===== src/rtl/tensor_mac_core.sv =====
// tensor_mac_core
// Assembles 8-byte words from a byte stream, alternates them into a 4x4
// matrix operand pair (A latched from odd words, B = latest word), multiplies
// the two 4x4 matrices of unsigned 4-bit elements mod 16 and accumulates the
// product lane-wise (mod 16 per 4-bit lane) into acc_out.
//
// Ports:
//   clk          rising-edge clock
//   rst          asynchronous active-low reset
//   Datos_in     input byte, stable for >= 3 cycles after Ena_write rises
//   Ena_write    byte-write strobe (rising edge only)
//   enable_accu  accumulate strobe (rising edge only)
//   clear        synchronous accumulator clear, priority over accumulate
//   acc_out      64-bit accumulator (16 lanes of 4 bits)
//   word_done    one-cycle pulse after the 8th byte of a word is taken
module tensor_mac_core (
  input  logic        clk,
  input  logic        rst,
  input  logic [7:0]  Datos_in,
  input  logic        Ena_write,
  input  logic        enable_accu,
  input  logic        clear,
  output logic [63:0] acc_out,
  output logic        word_done
);

  localparam int unsigned NUM_BYTES = 8;
  localparam int unsigned DIM       = 4;
  localparam int unsigned ELEM_W    = 4;
  localparam int unsigned SUM_W     = 10;

  logic        wr_d1, wr_d2, ac_d1, ac_d2;
  logic        wr_pulse, ac_pulse;
  logic [2:0]  byte_cnt;
  logic [63:0] hold_reg;
  logic [63:0] word_reg;
  logic [63:0] a_reg;
  logic        sel;
  logic [63:0] p_reg;
  logic [63:0] p_next;
  logic [SUM_W-1:0] mac_sum;

  // Two-flop strobe synchronizers; pulse on rising edge only
  always_ff @(posedge clk or negedge rst) begin
    if (!rst) begin
      wr_d1 <= 1'b0;
      wr_d2 <= 1'b0;
      ac_d1 <= 1'b0;
      ac_d2 <= 1'b0;
    end else begin
      wr_d1 <= Ena_write;
      wr_d2 <= wr_d1;
      ac_d1 <= enable_accu;
      ac_d2 <= ac_d1;
    end
  end

  assign wr_pulse = wr_d1 & ~wr_d2;
  assign ac_pulse = ac_d1 & ~ac_d2;

  // Byte assembler: lane n takes the n-th byte; the 8th byte publishes the word
  always_ff @(posedge clk or negedge rst) begin
    if (!rst) begin
      byte_cnt  <= 3'd0;
      hold_reg  <= 64'h0;
      word_reg  <= 64'h0;
      word_done <= 1'b0;
    end else begin
      word_done <= 1'b0;
      if (wr_pulse) begin
        for (int i = 0; i < NUM_BYTES; i++) begin
          if (byte_cnt == 3'(i)) hold_reg[8*i +: 8] <= Datos_in;
        end
        byte_cnt <= byte_cnt + 3'd1;
        if (byte_cnt == 3'd7) begin
          // The last lane comes straight from the input, not the holding register
          word_reg  <= {Datos_in, hold_reg[55:0]};
          word_done <= 1'b1;
        end
      end
    end
  end

  // Operand sequencing: odd words load A, even words stay in word_reg as B
  always_ff @(posedge clk or negedge rst) begin
    if (!rst) begin
      a_reg <= 64'h0;
      sel   <= 1'b0;
    end else if (word_done) begin
      if (!sel) begin
        a_reg <= word_reg;
        sel   <= 1'b1;
      end else begin
        sel   <= 1'b0;
      end
    end
  end

  // 4x4 matrix product, each element truncated to 4 bits
  always_comb begin
    p_next  = 64'h0;
    mac_sum = '0;
    for (int r = 0; r < DIM; r++) begin
      for (int c = 0; c < DIM; c++) begin
        mac_sum = '0;
        for (int k = 0; k < DIM; k++) begin
          mac_sum = mac_sum
                  + SUM_W'(a_reg[(DIM*r + k)*ELEM_W +: ELEM_W])
                  * SUM_W'(word_reg[(DIM*k + c)*ELEM_W +: ELEM_W]);
        end
        p_next[(DIM*r + c)*ELEM_W +: ELEM_W] = mac_sum[ELEM_W-1:0];
      end
    end
  end

  // Product register (one cycle latency from A/B)
  always_ff @(posedge clk or negedge rst) begin
    if (!rst) p_reg <= 64'h0;
    else      p_reg <= p_next;
  end

  // Accumulator: clear wins, else lane-wise mod-16 add on accumulate pulse
  always_ff @(posedge clk or negedge rst) begin
    if (!rst) begin
      acc_out <= 64'h0;
    end else if (clear) begin
      acc_out <= 64'h0;
    end else if (ac_pulse) begin
      for (int i = 0; i < 16; i++) begin
        acc_out[ELEM_W*i +: ELEM_W] <= acc_out[ELEM_W*i +: ELEM_W] + p_reg[ELEM_W*i +: ELEM_W];
      end
    end
  end

endmodule


===== config.mk =====
export PLATFORM = sky130hd
export DESIGN_NAME = tensor_mac_core
export DESIGN_NICKNAME = d
export VERILOG_FILES = /design/src/rtl/tensor_mac_core.sv
export SDC_FILE = /design/constraint.sdc
export NUM_CORES = 1
export LEC_CHECK = 0
export CAP_MARGIN = 20
export CORE_MARGIN = 2
export CORE_UTILIZATION = 57
export DETAILED_ROUTE_END_ITERATION = 8
export PLACE_DENSITY = 0.79
export SLEW_MARGIN = 25
export SYNTH_ARGS = -nofsm -noshare
export SYNTH_HDL_FRONTEND = slang
export SYNTH_SLANG_ARGS = --single-unit

===== constraint.sdc =====
create_clock -name clk -period 12.5 [get_ports clk]
set_input_delay 1.25 -clock clk [delete_from_list [all_inputs] [get_ports clk]]
set_output_delay 1.25 -clock clk [all_outputs]
set_load 0.02 [all_outputs]

==> results.cfg <==
[power]
ir_drop_mv = 0.134
leakage_nw = 14.1
power.density_cell_area_nw_per_um2 = 206

[run_status]
outcome = completed

[synthesis]
synthMuxAreaShare_pct = 7.61
synth_fa_ha_area_share_pct = 25.0
synth_top_family_by_area = adder cells
synthesis.area_sq_um = 27300
synth_nets = 3187
yosysUniqueCellTypes = 30
synth_xor_area_share_pct = 16.5
synth-simple-area-share_pct = 13.4
yosys_warnings = 0
syn-mean-instance-area_sq_um = 10.1
ys_seq_area_share_pct = 29.4
ys_seq_elements = 321
synth_cells = 2704
synth_compound_area_share_pct = 2.36

[route]
ant_nets = 0
drcViolationCount = 0
viasPerCell = 5.80
wl_per_cell_um = 22.7
drtIter0Drc = 1475
wl_um = 75900
vias = 19400
drtPass1Iterations = 7

[clock_tree]
clock_path_buffers = 3
post_cts_buffers = 0
htreeDepth = 2
tritoncts = built
cts_made_buffers = 37
cts_root_buf = clkbuf_16
clk_latency_ns = 0.59
clk_pin_slew_ns = 0.07
cts_hold_buf = 0
cts.sinks = 321
post_cts_resized = 0

[floorplanning]
die_area_sq_um = 49700
fp-row-count = 80
die_w_um = 223
die_h_um = 223
initial_utilization_pct = 57.5
pin_count = 78
coreArea_sq_um = 47500

[sta]
fmax_mhz = 190
finalHoldViolCount = 0
setup_viol = 0
drv_slew = 0
hold_slack_ns = 0.367
rsz0062_at_grt = false
fin_crit_ns = 5.26
slew_headroom_pct = 30.0
fin_skew_ns = 0.0290
finalCritPeriodShare_pct = 42.0
tightest_slew_ns = 1.05
finalSetupTns_ns = 0

[layout]
diodes = 0
areaGrowthSynthToFinish_pct = 8.59
drive_gt1_share_pct = 10.9
final_common_cell = nand2_1
final_cell_mix = nand2_1 (391), xnor2_1 (382), ha_1 (342)
nets = 3180
fin_util_pct = 62.5

[global_route]
grt_max_degree = 95
antenna_found_initial = 1
overflow = 0
grt_usage_pct = 31.4
grt_pass1_wl_um = 118000
grt_pass1_vias = 20400

[worst_setup_path]
start_kind = register
crit_type = register to register
cp_max_fo = 18
arrival_ns = 5.70
cp.required_ns = 12.95
cp-end-kind = register

[min_path]
min_path_type = register to register

[placement]
routabilityCongestion = 0.946
hpwl_um = 52500
portBuffers = 77

[run]
cap_viol_max_count = 0
-- power by group --
| part | internal, mW | total [mW] | switching, mW |
|---|---|---|---|
| registers | 1.40 | 2.34 | 0.939 |
| logic | 1.31 | 2.64 | 1.33 |
| clock network | 0.661 | 1.13 | 0.471 |
-- cells in the mapped netlist --
| master | n | area (sq um) |
|---|---|---|
| clkbuf_2 | 10 | 50.1 |
| inv_1 | 241 | 905 |
| nand2b_1 | 1 | 6.26 |
| a21oi_1 | 64 | 320 |
| nand2_1 | 392 | 1470 |
| buf_6 | 1 | 11.3 |
| buf_2 | 43 | 215 |
| xnor3_1 | 16 | 360 |
| mux2i_1 | 1 | 10.0 |
| ha_1 | 342 | 4280 |
| or3_1 | 16 | 100 |
| mux2_2 | 184 | 2070 |
| xnor2_1 | 382 | 3350 |
| and2_1 | 297 | 1860 |
| a21o_1 | 16 | 120 |
| dfrtp_1 | 321 | 8030 |
| clkbuf_1 | 72 | 270 |
| a211oi_1 | 16 | 120 |
| o21ai_0 | 17 | 85.1 |
| buf_4 | 13 | 97.6 |
| nand3_1 | 3 | 15.0 |
| xnor2_2 | 9 | 146 |
| and3_1 | 3 | 18.8 |
| nor2_1 | 16 | 60.1 |
| fa_1 | 128 | 2560 |
| buf_1 | 4 | 15.0 |
| and2_2 | 10 | 75.1 |
| nor2b_1 | 3 | 18.8 |
| nand2_2 | 8 | 50.1 |
| xor2_1 | 75 | 657 |
-- worst paths after layout --
check,from,slack [ns],depth (start not counted),to
hold reg to reg,wr_d1,0.37,0,wr_d2
min in group asynchronous,rst,0.65,1,a_reg[33]
hold / removal,wr_d1,0.37,0,wr_d2
setup reg to reg,word_reg[52],7.24,16,p_reg[55]
setup / recovery,word_reg[52],7.24,16,p_reg[55]
max in group asynchronous,rst,9.65,3,word_reg[20]
-- worst max-delay path: stages, from the launching register on --
cell and delay, ns:
dfrtp_1 0.91, nand2_1 0.19, fa_1 0.51, fa_1 0.55
inv_1 0.04, ha_1 0.27, inv_1 0.07, fa_1 0.45
fa_1 0.56, inv_1 0.05, ha_1 0.30, ha_1 0.23
xnor2_1 0.17, xnor2_1 0.15, xnor2_1 0.10, xnor2_1 0.21
xnor3_1 0.35
-- layer usage --
layer | up-vias | global-route usage (%) | part of all wire [%]
li1 | 8502 | - | -
met1 | 9651 | 40.4 | 40
met2 | 868 | 49.8 | 44
met3 | 332 | 5.66 | 8.4
met4 | 2 | 18.5 | 7.4
met5 | - | 0 | 0.017
-- per-stage QoR --
stage | worst slack (ns) | power [mW] | instances | area, sq um
after floorplan | 7.75 | 3.82 | 2704 | 27300
after global placement | 7.37 | 4.78 | 3273 | 28400
after detailed placement | 7.35 | 4.91 | 3273 | 28400
after CTS | 7.30 | 6.08 | 3339 | 29700
after global routing | 7.04 | 6.47 | 3339 | 29700
final | 7.24 | 6.12 | 3339 | 29700
-- final cells by class --
class	count	area (sq um)
fillers	3711	17800
multi-input cells	1999	17800
repair buffers	97	931
well taps	615	769
clock buffers	50	1040
inverters	241	905
flip-flops and latches	321	8030
clock inverters	16	244
-- kinds of logic (layout without fill, tap and decap cells) --
kind of cell,count (synthesis),count (layout)
flops,321,321
mux,185,185
xor+xnor,482,482
simple gates,749,749
fa+ha+maj,470,470
compound gates,113,113
buf+inv,384,404
Power figures use the tool's default switching activity.
